**config.mk**
```make
export PLATFORM = sky130hd
export DESIGN_NAME = awb_gain_flat
export DESIGN_NICKNAME = d
export VERILOG_FILES = /design/src/rtl/isp_pkg.sv /design/src/rtl/awb_gain_if.sv /design/src/rtl/awb_gain_div.sv /design/src/rtl/awb_gain.sv /design/src/flat_wrapper.sv
export SDC_FILE = /design/constraint.sdc
export NUM_CORES = 1
export LEC_CHECK = 0
export CAP_MARGIN = 20
export CORE_MARGIN = 8
export CORE_UTILIZATION = 40
export CTS_CLUSTER_SIZE = 25
export DETAILED_ROUTE_END_ITERATION = 8
export MAX_ROUTING_LAYER = met4
export SLEW_MARGIN = 20
export SYNTH_ARGS = -nofsm -noshare
export SYNTH_HDL_FRONTEND = slang
export SYNTH_SLANG_ARGS = --single-unit
```
**constraint.sdc**
```tcl
create_clock -name clk -period 10.4 [get_ports clk]
set_clock_uncertainty 0.15 [all_clocks]
set_input_delay 2.08 -clock clk [delete_from_list [all_inputs] [get_ports clk]]
set_output_delay 2.08 -clock clk [all_outputs]
set_load 0.005 [all_outputs]
```
**src/rtl/isp_pkg.sv**
```systemverilog
// Shared ISP definitions: color codes, gain format defaults, AWB FSM encoding
// and the pixel record carried down the correction pipeline.
package isp_pkg;

   localparam logic [1:0] RED   = 2'd0;
   localparam logic [1:0] GREEN = 2'd1;
   localparam logic [1:0] BLUE  = 2'd2;

   localparam int GAIN_W_DEF    = 10;
   localparam int GAIN_FRAC_DEF = 6;

   typedef enum logic [1:0] {
      IDLE   = 2'd0,
      DIV_R  = 2'd1,
      DIV_B  = 2'd2,
      COMMIT = 2'd3
   } awb_state_t;

   typedef struct packed {
      logic [1:0] color;
      logic [7:0] value;
      logic       last;
   } pix_t;

endpackage

```
**src/rtl/awb_gain_if.sv**
```systemverilog
// Pixel stream, channel means and gain status bundle for awb_gain.
// Manual gain override signals exist only when AWB_MANUAL_EN is defined.
interface awb_gain_if #(
   parameter int GAIN_W = isp_pkg::GAIN_W_DEF
);
   logic              valid_i;
   logic [1:0]        color_i;
   logic [7:0]        value_i;
   logic              last_i;
   logic [7:0]        r_mean_i;
   logic [7:0]        g_mean_i;
   logic [7:0]        b_mean_i;
   logic              finish_i;
`ifdef AWB_MANUAL_EN
   logic              manual_i;
   logic [GAIN_W-1:0] manual_gain_r_i;
   logic [GAIN_W-1:0] manual_gain_b_i;
`endif
   logic              valid_o;
   logic [1:0]        color_o;
   logic [7:0]        value_o;
   logic              last_o;
   logic [GAIN_W-1:0] gain_r_o;
   logic [GAIN_W-1:0] gain_b_o;
   logic              gains_valid_o;
   logic              busy_o;
   logic              overrun_o;

   modport master (
      output valid_i, color_i, value_i, last_i,
      output r_mean_i, g_mean_i, b_mean_i, finish_i,
`ifdef AWB_MANUAL_EN
      output manual_i, manual_gain_r_i, manual_gain_b_i,
`endif
      input  valid_o, color_o, value_o, last_o,
      input  gain_r_o, gain_b_o, gains_valid_o, busy_o, overrun_o
   );

   modport slave (
      input  valid_i, color_i, value_i, last_i,
      input  r_mean_i, g_mean_i, b_mean_i, finish_i,
`ifdef AWB_MANUAL_EN
      input  manual_i, manual_gain_r_i, manual_gain_b_i,
`endif
      output valid_o, color_o, value_o, last_o,
      output gain_r_o, gain_b_o, gains_valid_o, busy_o, overrun_o
   );

endinterface

```
**src/rtl/awb_gain_div.sv**
```systemverilog
// Sequential restoring divider, one quotient bit per cycle MSB first.
// done is high during the final iteration; quotient is valid from the next cycle.
module awb_div #(
   parameter int QW     = 14,
   parameter int GAIN_W = 10
) (
   input  logic              clk,
   input  logic              rst_n,
   input  logic              start,
   input  logic [QW-1:0]     dividend,
   input  logic [7:0]        divisor,
   output logic [GAIN_W-1:0] quotient,
   output logic              done
);
   localparam int CW = $clog2(QW + 1);

   // acc shifts dividend bits out of the top while quotient bits enter below
   logic [QW-1:0] acc;
   logic [7:0]    rem;
   logic [7:0]    dsr;
   logic [CW-1:0] cnt;
   logic          run;
   logic [8:0]    trial;

   assign trial = {rem, acc[QW-1]};

   always_ff @(posedge clk or negedge rst_n) begin
      if (!rst_n) begin
         acc <= '0;
         rem <= '0;
         dsr <= '0;
         cnt <= '0;
         run <= 1'b0;
      end else if (start) begin
         acc <= dividend;
         rem <= '0;
         dsr <= divisor;
         cnt <= CW'(QW);
         run <= 1'b1;
      end else if (run) begin
         cnt <= cnt - 1'b1;
         if (cnt == CW'(1))
            run <= 1'b0;
         // zero divisor keeps the same cycle count but never touches acc
         if (dsr != 8'd0) begin
            if (trial >= {1'b0, dsr}) begin
               rem <= 8'(trial - {1'b0, dsr});
               acc <= {acc[QW-2:0], 1'b1};
            end else begin
               rem <= trial[7:0];
               acc <= {acc[QW-2:0], 1'b0};
            end
         end
      end
   end

   assign done     = run && (cnt == CW'(1));
   assign quotient = ((dsr == 8'd0) || (|acc[QW-1:GAIN_W])) ? {GAIN_W{1'b1}}
                                                            : acc[GAIN_W-1:0];

endmodule

```
**src/rtl/awb_gain.sv**
```systemverilog
// Gray-world white-balance gain stage: divides green mean by red/blue means and
// applies the committed gains to the pixel stream. Optional AWB_MANUAL_EN override.
module awb_gain
   import isp_pkg::*;
#(
   parameter int GAIN_W    = GAIN_W_DEF,
   parameter int GAIN_FRAC = GAIN_FRAC_DEF
) (
   input  logic      clk,
   input  logic      rst_n,
   awb_gain_if.slave bus
);
   localparam int QW = 8 + GAIN_FRAC;
   localparam int PW = 8 + GAIN_W;
   localparam logic [GAIN_W-1:0] UNITY = GAIN_W'(1 << GAIN_FRAC);
   localparam logic [PW:0]       HALF  = (PW+1)'(1 << (GAIN_FRAC-1));

   logic [GAIN_W-1:0] gain_r, gain_b, q_r;

   // ---------------- pixel path ----------------
   logic [1:0]        vld_pipe;
   pix_t              s1, s2;
   logic [GAIN_W-1:0] gain_sel;
   logic              bypass;
   logic [PW-1:0]     prod;
   logic [PW:0]       rnd, shf;
   logic [7:0]        val_sat;

   always_comb begin
      gain_sel = UNITY;
      bypass   = 1'b1;
      if (s1.color == RED) begin
         gain_sel = gain_r;
         bypass   = 1'b0;
      end else if (s1.color == BLUE) begin
         gain_sel = gain_b;
         bypass   = 1'b0;
      end
      prod    = PW'(s1.value) * PW'(gain_sel);
      rnd     = {1'b0, prod} + HALF;
      shf     = rnd >> GAIN_FRAC;
      val_sat = (|shf[PW:8]) ? 8'hFF : shf[7:0];
      if (bypass)
         val_sat = s1.value;
   end

   always_ff @(posedge clk or negedge rst_n) begin
      if (!rst_n) begin
         vld_pipe <= '0;
         s1       <= '0;
         s2       <= '0;
      end else begin
         vld_pipe <= {vld_pipe[0], bus.valid_i};
         s1       <= '{color: bus.color_i, value: bus.value_i, last: bus.last_i};
         s2       <= '{color: s1.color, value: val_sat, last: s1.last};
      end
   end

   // ---------------- gain computation ----------------
   awb_state_t        state;
   logic [7:0]        m_g, m_b;
   logic              b_loaded, gains_valid, busy, overrun, man;
   logic              div_start, div_done;
   logic [QW-1:0]     div_dvd;
   logic [7:0]        div_dsr;
   logic [GAIN_W-1:0] div_q;

`ifdef AWB_MANUAL_EN
   assign man = bus.manual_i;
`else
   assign man = 1'b0;
`endif

   // red divide launches straight from the input means; blue from the latched copy
   assign div_start = !man && ((state == IDLE && bus.finish_i) || (state == DIV_B && !b_loaded));
   assign div_dvd   = (state == IDLE) ? {bus.g_mean_i, {GAIN_FRAC{1'b0}}} : {m_g, {GAIN_FRAC{1'b0}}};
   assign div_dsr   = (state == IDLE) ? bus.r_mean_i : m_b;

   awb_div #(.QW(QW), .GAIN_W(GAIN_W)) u_div (
      .clk      (clk),
      .rst_n    (rst_n),
      .start    (div_start),
      .dividend (div_dvd),
      .divisor  (div_dsr),
      .quotient (div_q),
      .done     (div_done)
   );

   always_ff @(posedge clk or negedge rst_n) begin
      if (!rst_n) begin
         state       <= IDLE;
         gain_r      <= UNITY;
         gain_b      <= UNITY;
         q_r         <= '0;
         m_g         <= '0;
         m_b         <= '0;
         b_loaded    <= 1'b0;
         gains_valid <= 1'b0;
         busy        <= 1'b0;
         overrun     <= 1'b0;
      end else begin
         gains_valid <= 1'b0;
         if (man) begin
            state    <= IDLE;
            busy     <= 1'b0;
            b_loaded <= 1'b0;
`ifdef AWB_MANUAL_EN
            gain_r   <= bus.manual_gain_r_i;
            gain_b   <= bus.manual_gain_b_i;
`endif
         end else begin
            if (bus.finish_i && state != IDLE)
               overrun <= 1'b1;
            case (state)
               IDLE: if (bus.finish_i) begin
                  state    <= DIV_R;
                  m_g      <= bus.g_mean_i;
                  m_b      <= bus.b_mean_i;
                  busy     <= 1'b1;
                  b_loaded <= 1'b0;
               end
               DIV_R: if (div_done) state <= DIV_B;
               DIV_B: begin
                  if (!b_loaded) begin
                     b_loaded <= 1'b1;
                     q_r      <= div_q;
                  end else if (div_done) begin
                     state <= COMMIT;
                  end
               end
               COMMIT: begin
                  gain_r      <= q_r;
                  gain_b      <= div_q;
                  gains_valid <= 1'b1;
                  busy        <= 1'b0;
                  state       <= IDLE;
               end
               default: state <= IDLE;
            endcase
         end
      end
   end

   assign bus.valid_o       = vld_pipe[1];
   assign bus.color_o       = s2.color;
   assign bus.value_o       = s2.value;
   assign bus.last_o        = s2.last;
   assign bus.gain_r_o      = gain_r;
   assign bus.gain_b_o      = gain_b;
   assign bus.gains_valid_o = gains_valid;
   assign bus.busy_o        = busy;
   assign bus.overrun_o     = overrun;

endmodule
```
**src/flat_wrapper.sv**
```systemverilog
// flat-port wrapper written by rule: the top's interface ports become plain ports
module awb_gain_flat import isp_pkg::*;
#(
   parameter int GAIN_W    = GAIN_W_DEF,
   parameter int GAIN_FRAC = GAIN_FRAC_DEF
)
  (clk, rst_n, bus_valid_i, bus_color_i, bus_value_i, bus_last_i, bus_r_mean_i, bus_g_mean_i, bus_b_mean_i, bus_finish_i, bus_valid_o, bus_color_o, bus_value_o, bus_last_o, bus_gain_r_o, bus_gain_b_o, bus_gains_valid_o, bus_busy_o, bus_overrun_o);
  awb_gain_if #(.GAIN_W(GAIN_W)) bus_i ();
  input  logic clk;
  input  logic rst_n;
  input wire logic [$bits(bus_i.valid_i)-1:0] bus_valid_i;
  input wire logic [$bits(bus_i.color_i)-1:0] bus_color_i;
  input wire logic [$bits(bus_i.value_i)-1:0] bus_value_i;
  input wire logic [$bits(bus_i.last_i)-1:0] bus_last_i;
  input wire logic [$bits(bus_i.r_mean_i)-1:0] bus_r_mean_i;
  input wire logic [$bits(bus_i.g_mean_i)-1:0] bus_g_mean_i;
  input wire logic [$bits(bus_i.b_mean_i)-1:0] bus_b_mean_i;
  input wire logic [$bits(bus_i.finish_i)-1:0] bus_finish_i;
  output wire logic [$bits(bus_i.valid_o)-1:0] bus_valid_o;
  output wire logic [$bits(bus_i.color_o)-1:0] bus_color_o;
  output wire logic [$bits(bus_i.value_o)-1:0] bus_value_o;
  output wire logic [$bits(bus_i.last_o)-1:0] bus_last_o;
  output wire logic [$bits(bus_i.gain_r_o)-1:0] bus_gain_r_o;
  output wire logic [$bits(bus_i.gain_b_o)-1:0] bus_gain_b_o;
  output wire logic [$bits(bus_i.gains_valid_o)-1:0] bus_gains_valid_o;
  output wire logic [$bits(bus_i.busy_o)-1:0] bus_busy_o;
  output wire logic [$bits(bus_i.overrun_o)-1:0] bus_overrun_o;
  assign bus_i.valid_i = bus_valid_i;
  assign bus_i.color_i = bus_color_i;
  assign bus_i.value_i = bus_value_i;
  assign bus_i.last_i = bus_last_i;
  assign bus_i.r_mean_i = bus_r_mean_i;
  assign bus_i.g_mean_i = bus_g_mean_i;
  assign bus_i.b_mean_i = bus_b_mean_i;
  assign bus_i.finish_i = bus_finish_i;
  assign bus_valid_o = bus_i.valid_o;
  assign bus_color_o = bus_i.color_o;
  assign bus_value_o = bus_i.value_o;
  assign bus_last_o = bus_i.last_o;
  assign bus_gain_r_o = bus_i.gain_r_o;
  assign bus_gain_b_o = bus_i.gain_b_o;
  assign bus_gains_valid_o = bus_i.gains_valid_o;
  assign bus_busy_o = bus_i.busy_o;
  assign bus_overrun_o = bus_i.overrun_o;
  awb_gain #(.GAIN_W(GAIN_W), .GAIN_FRAC(GAIN_FRAC)) u_core (.clk(clk), .rst_n(rst_n), .bus(bus_i));
endmodule
```
==> qor.yml, run 1 <==
power:
  p_int_uw: 1642
  p_switching_uw: 1301
  p_seq_share_pct: 25.5
  p_clk_share_pct: 11.6
  pwr-share-comb_pct: 62.9
  powerDensity_mw_per_mm2: 336.0
  peakVddDrop_mv: 0.1524
  power.leakage_uw: 0.004035
  switching_share_pct: 44.21
min_path:
  hp-class: "reg2reg"
route:
  dr_total_vias: 5388
  firstDrtPassIters: 4
  ant_nets: 0
  finalWirelength_mm: 16.77
  drt-wirelength-per-cell_um: 16.16
  drc_errors: 0
  viasPerCell: 5.191
  drtIter0Drc: 176
clocking:
  ctsHoldBuffers: 0
  cts.sinks: 111
  numCtsBuffers: 9
  cts_tree: "done"
  root_buffer: "clkbuf_16"
  path_clk_slew_ns: 0.07
  h-tree-depth: 3
  cts_resized: 0
  ctsLongestPathBuffers: 2
  clock_latency_ns: 0.36
  post_cts_buffers: 0
critical_path:
  end_kind: "flop"
  crit_fanout: 12
  required_ns: 10.51
  path_buf_inv: 2
  cpPeakStageDelay_ns: 0.77
  crit_chain: "nor2b_1 -> a211oi_1 -> nor2b_1 -> fa_1 -> fa_1 -> fa_1 -> inv_1 -> fa_1 -> inv_1 -> ha_1 -> nand3_2 -> or4_4 -> nand3_2 -> a31oi_1 -> o21ai_1 -> mux2_2 -> a41oi_1"
  crit_type: "reg2reg"
  cp-start-kind: "flop"
  cp_slowest_cell: "a211oi_1"
  cpLargestDelayFamily: "adder cells"
  critPathArrivalTime_ns: 6.39
  crit_top_cell: "fa_1"
sta:
  fin_crit_sh_pct: 60.37
  final_hold_viol_count: 0
  setup_viol: 0
  drv_slew: 0
  rsz0062_at_grt: "no"
  fmax_mhz: 159.3
  fin_setup_tns_ns: 0
  slew_headroom_pct: 39.48
  setup_ws_ns: 4.122
  final.min_clock_period_ns: 6.278
  tightest_slew_ns: 0.9024
global_routing:
  grt_overflow: 0
  track_usage_pct: 15.35
  grt_pass1_vias: 5813
  antenna_found_initial: 0
  grt_pass1_wl_mm: 28.92
  grt_max_degree: 63
synthesis:
  synthXorXnorAreaFrac_pct: 1.394
  syn_area_per_cell_um2: 10.18
  synth_fa_ha_area_share_pct: 22.47
  yosysTopAreaCell: "dfrtp_1"
  synth_edf_count: 0
  synth.area.mux_share_pct: 7.383
  ys_ff_latch: 111
  async_flop_share_pct: 100.0
  synth.area.top_cells: "dfrtp_1 (36%), fa_1 (13%), ha_1 (9.5%)"
  syn_inst: 741
  synth_compound_area_share_pct: 10.65
  ys_seq_area_share_pct: 36.87
  synth_top_area_share_pct: 36.17
  ys_warn_count: 0
  synth_top_family_by_area: "adder cells"
  synth_nets: 886
  ys.flop_type: "dfrtp_1"
  synth_area_mm2: 0.007541
  synth-simple-area-share_pct: 16.41
  synth_cell_types: 53
cells_and_area:
  nFillCells: 1728
  final_nets: 944
  layout-drive-gt1-share_pct: 8.085
  areaGrowthSynthToFinish_pct: 16.18
  stdcell_area_mm2: 0.008761
  multi_input_area_mm2: 0.004399
  layout.area.seq_mm2: 0.002780
  layout_commonest_cell: "dfrtp_1"
  final_cell_mix: "dfrtp_1 (109), nand2_1 (78), clkdlybuf4s50_1 (72)"
  num_antenna_cells: 0
floorplan:
  die_area_mm2: 0.02350
  fp.coreArea_mm2: 0.01858
  die-width_um: 153.3
  start_util_pct: 40.59
  ios: 74
  rows: 50
  die_h_um: 153.3
place:
  post_dp_cell_area_mm2: 0.008468
  dp_hpwl_mm: 13.03
  port_buffers: 73
  dp_slack_ns: 4.184
  gp_congestion: 0.8208
run_status:
  status: "complete, no violations"
flow_run:
  drv_cap: 0
flip-flops by register name (all words and copies together), names as in the netlist:
register / cells
u_core.u_div.acc: 14
u_core.s1: 11
u_core.bus.gain_b_o: 10
u_core.bus.gain_r_o: 10
u_core.q_r: 10
u_core.bus.value_o: 8
u_core.m_b: 8
u_core.m_g: 8
u_core.u_div.dsr: 8
u_core.u_div.rem: 8
u_core.u_div.cnt: 4
u_core.bus.color_o: 2
u_core.state: 2
u_core.vld_pipe: 2
u_core.b_loaded: 1
u_core.bus.busy_o: 1
u_core.bus.gains_valid_o: 1
u_core.bus.last_o: 1
u_core.bus.overrun_o: 1
u_core.u_div.run: 1
stage by stage:
stage	total power [µW]	utilization [%]	hold slack (ns)	instances
3_5_place_dp	2630	45.58	0.1917	1022
4_1_cts	2993	47.14	0.2099	1038
3_3_place_gp	2572	45.58	0.1834	1022
6_report	2944	47.15	0.2067	1038
5_1_grt	3257	47.15	0.2302	1038
2_1_floorplan	2140	-	0.1812	741
path summary, 6_finish.rpt:
path,startpoint,to,slack (ns),cells after the start
max in group asynchronous,rst_n,u_core.state[1],7.28,2
hold reg to reg,u_core.vld_pipe[0],u_core.vld_pipe[1],0.21,0
min in group asynchronous,rst_n,u_core.s1[4],1.58,1
setup / recovery,u_core.s1[10],u_core.bus.value_o[1],4.12,17
setup reg to reg,u_core.s1[10],u_core.bus.value_o[1],4.12,17
hold / removal,u_core.vld_pipe[0],u_core.vld_pipe[1],0.21,0
synth_stat cells, types with 4 or more instances:
master and n:
nor2_1 48, a211oi_1 13, fa_1 49, ha_1 57, a21o_1 5, xor2_1 5, a31oi_1 11, mux2i_1 23
o21ai_0 31, a21oi_1 29, dfrtp_1 109, inv_1 66, a41oi_1 8, xnor2_1 7, o21a_1 4, nor2b_1 27
and2_1 62, mux2_2 29, nand2_1 78, clkbuf_1 28
layout make-up:
class                   count  area share, %
clock buffers              10          2.614
clock inverters             6         0.6998
inverters                  66          2.828
multi-input cells         535          50.21
flip-flops and latches    111          31.73
well taps                 234          3.342
repair buffers             76          8.569
power by group through the flow:
stage                     logic, µW  registers [µW]  clock network, µW
after floorplan                1430             714                  0
after global placement         1820             752                  0
after detailed placement       1870             763                  0
after CTS                      1880             754                357
after global routing           2110             778                373
final                          1850             750                343
routing by layer:
layer	track usage, %	share of wire (%)
met5	-	0
met4	5.467	2.0
met3	2.030	3.3
met2	26.03	50
met1	18.48	45
cell families (layout without fill, tap and decap cells):
family / Yosys count / count (layout)
muxes: 52 / 52
buffers and inverters: 95 / 158
xor gates and xnor gates: 12 / 12
DFF: 111 / 111
adders and majority gates: 106 / 106
and+or+nand+nor: 244 / 244
AOI/OAI and AO/OA: 121 / 121
No activity file was read; power rests on OpenSTA's default activity.
==> run 2, diff against run 1 <==
==> constraint.sdc (replaced) <==
create_clock -name clk -period 6.1 [get_ports clk]
set_clock_uncertainty 0.15 [all_clocks]
set_input_delay 1.22 -clock clk [delete_from_list [all_inputs] [get_ports clk]]
set_output_delay 1.22 -clock clk [all_outputs]
set_load 0.005 [all_outputs]
==> run 2 against run 1 <==
Net effect:
- design area rose by 0.31%
- total power rose by 72%
- cell count rose by 0.19%
- combinational power rose by 71%
- first-iteration DRC count rose by 37%
- flip-flop and latch count did not move
- core utilization rose by 0.15 points
- count of clock-buffer cells in the layout fell by 1
- critical path type unchanged
==> qor.yml, run 2 (synthesized netlist as in run 1, its figures left out) <==
sta:
  setup_ws_ns: 0.3499  # -3.772 ns
  final.min_clock_period_ns: 5.750  # -0.5279 ns
  rsz0062_at_grt: "no"
  drv_slew: 0  # unchanged
  tightest_slew_ns: 0.9193  # +0.01693 ns
  fmax_mhz: 173.9  # +9.2%
  fin_setup_tns_ns: 0  # unchanged
  fin_crit_sh_pct: 94.26  # +34 points
  setup_viol: 0  # unchanged
  final_hold_viol_count: 0  # unchanged
  slew_headroom_pct: 38.71  # -0.77 points
  hold_slack_ns: 0.2068  # +0.0001100 ns
flow_run:
  drv_cap: 0  # unchanged
critical_path:
  worst_r2r_endpoint: "u_core.bus.value_o[4]"
  end_kind: "flop"
  cp-start-kind: "flop"
  ff2ff_path_depth: 17  # unchanged
  crit_fanout: 12  # unchanged
  reg2reg_setup_slack_ns: 0.35  # -3.77 ns
  critPathArrivalTime_ns: 5.87  # -0.52 ns
  r2r_start: "u_core.s1[10]"
  crit_type: "reg2reg"
  required_ns: 6.22  # -4.29 ns
power:
  switching_share_pct: 44.27  # +0.058 points
  p_switching_uw: 2237  # +72%
  powerDensity_mw_per_mm2: 575.0  # +71%
  peakVddDrop_mv: 0.2656  # +74%
  pwr-share-comb_pct: 62.7  # -0.2 points
  p_int_uw: 2817  # +71%
  p_seq_share_pct: 25.3  # -0.2 points
  power.leakage_uw: 0.004048  # +0.31%
  p_clk_share_pct: 11.9  # +0.3 points
clocking:
  ctsHoldBuffers: 0  # unchanged
  cts.sinks: 111  # unchanged
  clock_latency_ns: 0.36  # about the same
  ctsLongestPathBuffers: 2  # unchanged
  h-tree-depth: 3  # unchanged
  root_buffer: "clkbuf_16"
  cts_tree: "done"
  numCtsBuffers: 9  # unchanged
  post_cts_buffers: 0  # unchanged
  path_clk_slew_ns: 0.08  # about the same
  cts_resized: 0  # unchanged
min_path:
  holdPathEnd: "u_core.bus.last_o"
  hp-class: "reg2reg"
  hp-start: "u_core.s1[0]"
  hold_path_depth: 0  # unchanged
floorplan:
  die_h_um: 153.3  # unchanged
  die_area_mm2: 0.02350  # unchanged
  fp.coreArea_mm2: 0.01858  # unchanged
  ios: 74  # unchanged
  start_util_pct: 40.59  # unchanged
  die-width_um: 153.3  # unchanged
  rows: 50  # unchanged
cells_and_area:
  areaGrowthSynthToFinish_pct: 16.54
  final_nets: 946  # +0.21%
  instances_no_fill: 1040  # +0.19%
  nFillCells: 1728  # unchanged
  final_cell_mix: "dfrtp_1 (108), nand2_1 (78), clkdlybuf4s50_1 (72)"
  num_antenna_cells: 0  # unchanged
  layout-drive-gt1-share_pct: 8.685  # +0.60 points
  layout_commonest_cell: "dfrtp_1"
  largest_reg_flops: 14  # unchanged
  fin_util_pct: 47.30  # +0.15 points
  largestRegisters: "u_core.u_div.acc: 14 flops, u_core.s1: 11 flops"
  largest-register: "u_core.u_div.acc"
global_routing:
  grt_pass1_vias: 5774  # -0.67%
  track_usage_pct: 15.56  # +0.21 points
  grt_pass1_wl_mm: 29.07  # +0.53%
  grt_max_degree: 72  # +14%
  grt_overflow: 0  # unchanged
  antenna_found_initial: 0  # unchanged
route:
  ant_nets: 0  # unchanged
  finalWirelength_mm: 17.05  # +1.6%
  drtIter0Drc: 241  # +37%
  dr_total_vias: 5426  # +0.71%
  drc_errors: 0  # unchanged
  firstDrtPassIters: 5  # +1
  drt-wirelength-per-cell_um: 16.39  # +1.4%
  viasPerCell: 5.217  # +0.51%
place:
  gp_congestion: 0.8295  # +1.1%
  port_buffers: 73  # unchanged
  dp_slack_ns: 0.1880  # -3.996 ns
  place_inst: 1024  # +0.20%
  dp_hpwl_mm: 12.98  # -0.39%
run_status:
  status: "complete, no violations"
==> run 2: per-layer routing <==
metal / global-route usage [%] / wire [µm] / vias to the layer above
li1: - / - / 2597
met1: 18.98 / 7712 / 2705
met2: 26.35 / 8508 / 112
met3: 2.791 / 634 / 12
met4: 3.770 / 190 / 0
met5: - / 0 / -
==> run 2: worst max-delay path by stage <==
stage / start / end / slack (ns)
after floorplan: u_core.s1[9] / u_core.bus.value_o[6] / 0.41
after global placement: u_core.s1[10] / u_core.bus.value_o[6] / 0.35
after detailed placement: u_core.s1[10] / u_core.bus.value_o[4] / 0.19
after CTS: u_core.s1[10] / u_core.bus.value_o[4] / 0.17
after global routing: u_core.s1[10] / u_core.bus.value_o[5] / 0.05
final: u_core.s1[10] / u_core.bus.value_o[4] / 0.35
==> run 2: layout make-up <==
type / count / area [µm²] / area share (%)
tap: 234 / 292.8 / 3.331
inverter: 66 / 247.7 / 2.819
timing repair buffer: 78 / 765.7 / 8.713
clock inverter: 7 / 75.07 / 0.8542
sequential: 111 / 2781 / 31.65
multi-input combinational: 535 / 4400 / 50.07
clock buffer: 9 / 225.2 / 2.563
==> run 2: through the flow <==
step | area, µm² | total power (µW)
floorplan | 7541 | 3648
global placement | 8483 | 4385
detailed placement | 8483 | 4477
CTS | 8783 | 5128
global route | 8788 | 5578
finish | 8788 | 5054
==> run 2: critical path: stages, from the launching register on <==
cell     delay (ns)
dfrtp_2        0.53
mux2i_1        0.16
nor2_1         0.38
and2_1         0.23
fa_1           0.42
fa_1           0.53
fa_1           0.54
inv_1          0.05
fa_1           0.52
inv_1          0.04
ha_1           0.36
nand3_2        0.10
or4_4          0.56
nand3_2        0.12
a31oi_1        0.13
o21ai_1        0.17
mux2_2         0.43
a41oi_1        0.22
==> run 2: power groups by stage <==
| stage | logic [µW] | clock network [µW] | registers (µW) |
|---|---|---|---|
| finish | 3170 | 604 | 1280 |
| global route | 3600 | 654 | 1330 |
| CTS | 3210 | 627 | 1290 |
| detailed placement | 3180 | 0 | 1300 |
| global placement | 3100 | 0 | 1290 |
| floorplan | 2430 | 0 | 1220 |
==> run 3, diff against run 2 <==
--- a/config.mk
+++ b/config.mk
@@ -7,10 +7,11 @@
 export LEC_CHECK = 0
 export CAP_MARGIN = 20
 export CORE_MARGIN = 8
-export CORE_UTILIZATION = 40
+export CORE_UTILIZATION = 58
 export CTS_CLUSTER_SIZE = 25
 export DETAILED_ROUTE_END_ITERATION = 8
 export MAX_ROUTING_LAYER = met4
+export PLACE_DENSITY = 0.81
 export SLEW_MARGIN = 20
 export SYNTH_ARGS = -nofsm -noshare
 export SYNTH_HDL_FRONTEND = slang
==> run 3 against run 2 <==
Net effect:
- register-to-register slack lost 0.05 ns
- largest cell class unchanged
- die area down 28%
- sequential share of layout area increased by 0.26 points
- setup slack got worse by 0.046 ns
- core utilization grew 21 points
==> qor.yml, run 3 (synthesized netlist as in run 1, its figures left out) <==
critical_path:
  required_ns: 6.22  # about the same
  ff2ff_path_depth: 16  # -1
  cpPeakStageDelay_ns: 0.76  # +0.20 ns
  path_buf_inv: 2  # unchanged
  cp_slowest_cell: "dfrtp_1"
  crit_fanout: 20  # +8
  crit_cells: 16  # -1
  crit_top_cell: "fa_1"
  crit_chain: "nor2_1 -> and2_1 -> fa_1 -> fa_1 -> fa_1 -> inv_1 -> fa_1 -> inv_1 -> ha_1 -> nand3_2 -> or4_4 -> nand3_2 -> a31oi_1 -> o21ai_1 -> mux2_2 -> a41oi_1"
  critPathArrivalTime_ns: 5.91  # +0.04 ns
  end_kind: "flop"
  crit_type: "reg2reg"
  cpLargestDelayFamily: "adder cells"
  cp-start-kind: "flop"
  reg2reg_setup_slack_ns: 0.30  # -0.05 ns
clocking:
  root_buffer: "clkbuf_16"
  path_clk_slew_ns: 0.08  # about the same
  h-tree-depth: 3  # unchanged
  numCtsBuffers: 9  # unchanged
  ctsLongestPathBuffers: 2  # unchanged
  cts_tree: "done"
  clock_latency_ns: 0.36  # about the same
  post_cts_buffers: 0  # unchanged
  ctsHoldBuffers: 0  # unchanged
  cts.sinks: 111  # unchanged
global_routing:
  track_usage_pct: 21.51  # +5.9 points
  grt_pass1_wl_mm: 27.59  # -5.1%
  grt_pass1_vias: 5728  # -0.80%
  grt_max_degree: 69  # -4.2%
  grt_overflow: 0  # unchanged
  antenna_found_initial: 0  # unchanged
route:
  wl_met1_mm: 6.710  # -13%
  route.met2.wl_mm: 8.342  # -2.0%
  wl_met3_mm: 1.012  # +60%
  routed.top_layer: "met4"
  viasPerCell: 5.578  # +6.9%
  drc_errors: 0  # unchanged
  drt-wirelength-per-cell_um: 16.71  # +2.0%
  firstDrtPassIters: 4  # -1
  drtIter0Drc: 359  # +49%
  ant_nets: 0  # unchanged
  dr_total_vias: 5450  # +0.44%
  finalWirelength_mm: 16.33  # -4.2%
cells_and_area:
  layout_commonest_cell: "dfrtp_1"
  final_nets: 945  # -0.11%
  largest-register: "u_core.u_div.acc"
  largestRegisters: "u_core.u_div.acc: 14 flops, u_core.s1: 11 flops"
  multi_input_area_mm2: 0.004399  # about the same
  final_cell_mix: "dfrtp_1 (108), nand2_1 (78), clkdlybuf4s50_1 (72)"
  largest_reg_flops: 14  # unchanged
  num_antenna_cells: 0  # unchanged
  layout-drive-gt1-share_pct: 8.447  # -0.24 points
  nFillCells: 980  # -43%
  areaGrowthSynthToFinish_pct: 15.58
  layout.area.seq_mm2: 0.002781  # unchanged
floorplan:
  die-width_um: 130.0  # -15%
  rows: 41  # -18%
  fp.coreArea_mm2: 0.01267  # -32%
  start_util_pct: 59.51  # +19 points
  die_h_um: 130.0  # -15%
  die_area_mm2: 0.01691  # -28%
  ios: 74  # unchanged
sta:
  final_hold_viol_count: 0  # unchanged
  fmax_mhz: 172.5  # -0.80%
  rsz0062_at_grt: "no"
  setup_ws_ns: 0.3036  # -0.04633 ns
  tightest_slew_ns: 0.9188  # -0.0005402 ns
  final.min_clock_period_ns: 5.796  # +0.04633 ns
  fin_crit_sh_pct: 95.02  # +0.76 points
  slew_headroom_pct: 38.75  # about the same
  drv_slew: 0  # unchanged
  setup_viol: 0  # unchanged
  fin_setup_tns_ns: 0  # unchanged
power:
  powerDensity_mw_per_mm2: 585.4  # +1.8%
  power.leakage_uw: 0.004056  # +0.20%
  power_uw: 5102  # +0.96%
  peakVddDrop_mv: 0.3382  # +27%
place:
  port_buffers: 73  # unchanged
  dp_hpwl_mm: 12.54  # -3.4%
  gp_congestion: 0.8881  # +7.1%
  dp_slack_ns: 0.2249  # +0.03686 ns
min_path:
  hp-class: "reg2reg"
  hold_path_depth: 0  # unchanged
flow_run:
  drv_cap: 0  # unchanged
run_status:
  status: "complete, no violations"
## run 3: cell types whose count changed in the layout (fill, tap and decap cells not counted)
cell	change
buf_4	-1
and2_2	-1
bufinv_16	+1
clkinvlp_4	-2
inv_6	+1
and2_1	+1
clkinv_4	+2
inv_8	-1
inv_12	-1
## run 3: area by class of cell
cell class                 count  area share (%)
multi-input combinational    535           50.47
sequential                   111           31.91
timing repair buffer          77           8.699
inverter                      66           2.842
clock buffer                   9           2.584
tap                          172           2.469
clock inverter                 7           1.019
## run 3: layer usage
metal,track usage [%],up-vias
li1,-,2587
met1,25.45,2696
met2,36.29,148
met3,5.100,19
met4,5.464,0
met5,-,-
## run 3: final timing paths
path / endpoint / from
setup / recovery: u_core.bus.value_o[3] / u_core.s1[9]
min in group asynchronous: u_core.s1[8] / rst_n
setup reg to reg: u_core.bus.value_o[3] / u_core.s1[9]
hold / removal: u_core.vld_pipe[1] / u_core.vld_pipe[0]
hold reg to reg: u_core.vld_pipe[1] / u_core.vld_pipe[0]
max in group asynchronous: u_core.s1[10] / rst_n
## run 3: metrics by stage
stage / cell area, µm² / cells / util (%) / hold WS (ns)
after floorplan: 7541 / 741 / - / 0.1812
after global placement: 8398 / 961 / 66.28 / 0.1839
after detailed placement: 8398 / 961 / 66.28 / 0.1889
after CTS: 8712 / 977 / 68.76 / 0.2059
after global routing: 8716 / 977 / 68.79 / 0.2202
final: 8716 / 977 / 68.79 / 0.2033
## run 3: what timing repair did
action | 4_1_cts | 5_1_grt
endpoints found under the hold margin | 0 | 0
endpoints found under the setup margin | 0 | 8
resized for setup | 0 | 1
## run 3: report_power, final
part	internal [µW]	total [µW]	switching [µW]	leakage (µW)
clock	328	623	295	0.000155
combinational	1470	3200	1730	0.00263
sequential	1050	1280	227	0.00128
total	2850	5100	2250	0.00406
## run 3: worst register-to-register path, stage by stage (launching register included)
cell and delay (ns):
dfrtp_1 0.76, nor2_1 0.28, and2_1 0.25, fa_1 0.50, fa_1 0.53, fa_1 0.54
inv_1 0.05, fa_1 0.52, inv_1 0.04, ha_1 0.37, nand3_2 0.10, or4_4 0.55
nand3_2 0.12, a31oi_1 0.12, o21ai_1 0.16, mux2_2 0.43, a41oi_1 0.22
==> variant, RTL diff (settings of run 1) <==
`GAIN_FRAC_DEF`: 6 -> 3.
--- a/src/rtl/isp_pkg.sv
+++ b/src/rtl/isp_pkg.sv
@@ -8,5 +8,5 @@
 
    localparam int GAIN_W_DEF    = 10;
-   localparam int GAIN_FRAC_DEF = 6;
+   localparam int GAIN_FRAC_DEF = 3;
 
    typedef enum logic [1:0] {
Check against the original RTL: not equivalent (Yosys sat finds a counterexample within 4 cycles, from zero or initial values and one cycle with rst_n low).
==> variant against run 1 <==
Total power grew 9.5%. Wire length up 2.2%. Global-route usage up 0.33 points. Synthesized area shrank 0.85%. Sequential cell count down 3. Cell count grew 1.8%. Worst setup slack improved by 0.27 ns. Design area shrank 0.50%. Combinational power is 17% higher. Critical endpoint is now u_core.bus.value_o[2].
==> variant: results (changes against run 1) <==
Placement:
- The post-placement worst setup slack is 4.158 ns (was 4.184 ns).
- The placer congestion estimate came to 0.8579 (was 0.8208).
- The detailed placer's ending HPWL is 13220 um (was 13030 um).
- The instance count after placement with tap cells included is 1041 (was 1022).

Global route:
- The met2 layer usage reported by global route is 0.2568 (was 0.2603).
- The met3 demand-to-capacity share in global routing came to 0.03488 (was 0.02030).
- The number of global-route vias before repair is 5769 (was 5813).
- The global-route total usage across every layer was 0.1568 (was 0.1535).
- The pin count of the biggest net entering global routing was 68 (was 63).
- The wire length of the first global-routing pass is 29130 um (was 28920 um).
- The met1 track demand over resource in global routing is 0.1927 (was 0.1848).

Cells and area:
- Biggest regs: u_core.s1 (11), u_core.u_div.acc (11) (was u_core.u_div.acc (14), u_core.s1 (11)).
- The final net count was 960 (was 944).
- The final non-filler cell total is 1057 (was 1038).

Synthesis:
- The sequential fraction of the synthesis area is 0.3618 (was 0.3687).
- Top cells by area in the synthesized netlist: sky130_fd_sc_hd__dfrtp_1 35%, sky130_fd_sc_hd__fa_1 13%, sky130_fd_sc_hd__ha_1 8.9% (was sky130_fd_sc_hd__dfrtp_1 36%, sky130_fd_sc_hd__fa_1 13%, sky130_fd_sc_hd__ha_1 9.5%).
- The net count after synthesis is 899 (was 886).
- List of most frequent post-synthesis cells: 106 x sky130_fd_sc_hd__dfrtp_1, 79 x sky130_fd_sc_hd__inv_1, 74 x sky130_fd_sc_hd__nand2_1 (was 109 x sky130_fd_sc_hd__dfrtp_1, 78 x sky130_fd_sc_hd__nand2_1, 66 x sky130_fd_sc_hd__inv_1).
- The gate count after technology mapping came to 757 (was 741).

Route:
- The amount of wire on met2 after detailed routing is 8235 um (was 8359 um).
- The wire length on met3 is 633 um (was 559 um).
- The sum of routed wire segments on met1 is 7986 um (was 7511 um).
- The detail-routed via count per cell was 5.218 (was 5.191).
- The DRC violation total after the first TritonRoute iteration is 257 (was 176).

Setup path:
- The data arrival time of the critical path is 6.04 ns (was 6.39 ns).
- The worst-path cell with the longest stage delay is sky130_fd_sc_hd__dfrtp_1 (was sky130_fd_sc_hd__a211oi_1).
- The stage delay of the slowest cell on the critical path is 0.73 ns (was 0.77 ns).
- The register-to-register path setup slack is 4.39 ns (was 4.12 ns).

Power and ir drop:
- The leakage component of the power was 0.003957 uW (was 0.004035 uW).
- The worst supply voltage drop on vdd is 0.1416 mV (was 0.1524 mV).
- The fraction of power spent switching nets is 0.4658 (was 0.4421).

Outcome:
- Outcome: complete, no violations (unchanged).
[variant: logic make-up after synthesis]
logic type | Yosys count | share of synthesized area
XOR/XNOR | 18 | 0.02108
adder cells (fa/ha/maj) | 103 | 0.2226
flip-flops | 108 | 0.3618
buffers and inverters | 111 | 0.05706
AO/OA/AOI/OAI | 133 | 0.1203
multiplexers | 51 | 0.07346
AND/OR/NAND/NOR | 233 | 0.1437
[variant: worst register-to-register path: cells and delay by family, from the launching register on]
family | cells | cell delay (ns)
flip-flops | 1 | 0.73
buffers and inverters | 4 | 0.20
AND/OR/NAND/NOR | 3 | 0.55
AO/OA/AOI/OAI | 7 | 1.76
adder cells (fa/ha/maj) | 5 | 2.45
[variant: cell type report]
class	instances	area (sq um)	area share
clock buffers	10	229.0	0.02627
clock inverters	6	58.81	0.006746
inverters	83	311.5	0.03574
multi-input cells	538	4353	0.4994
flip-flops and latches	108	2706	0.3105
well taps	234	292.8	0.03359
repair buffers	78	765.7	0.08784
[variant: worst paths after layout]
kind / from / endpoint / cells past startpoint
max in group asynchronous: rst_n / u_core.u_div.acc[10] / 2
max: u_core.s1[10] / u_core.bus.value_o[2] / 19
min in group asynchronous: rst_n / u_core.bus.color_o[1] / 1
min: u_core.s1[0] / u_core.bus.last_o / 0
min reg2reg: u_core.s1[0] / u_core.bus.last_o / 0
max reg2reg: u_core.s1[10] / u_core.bus.value_o[2] / 19
[variant: power groups by stage]
stage | logic [uW] | registers, uW | clock network [uW]
final | 2160 | 733 | 333
after global routing | 2460 | 756 | 357
after floorplan | 1670 | 697 | 0
after global placement | 2130 | 741 | 0
after CTS | 2180 | 733 | 345
after detailed placement | 2160 | 741 | 0
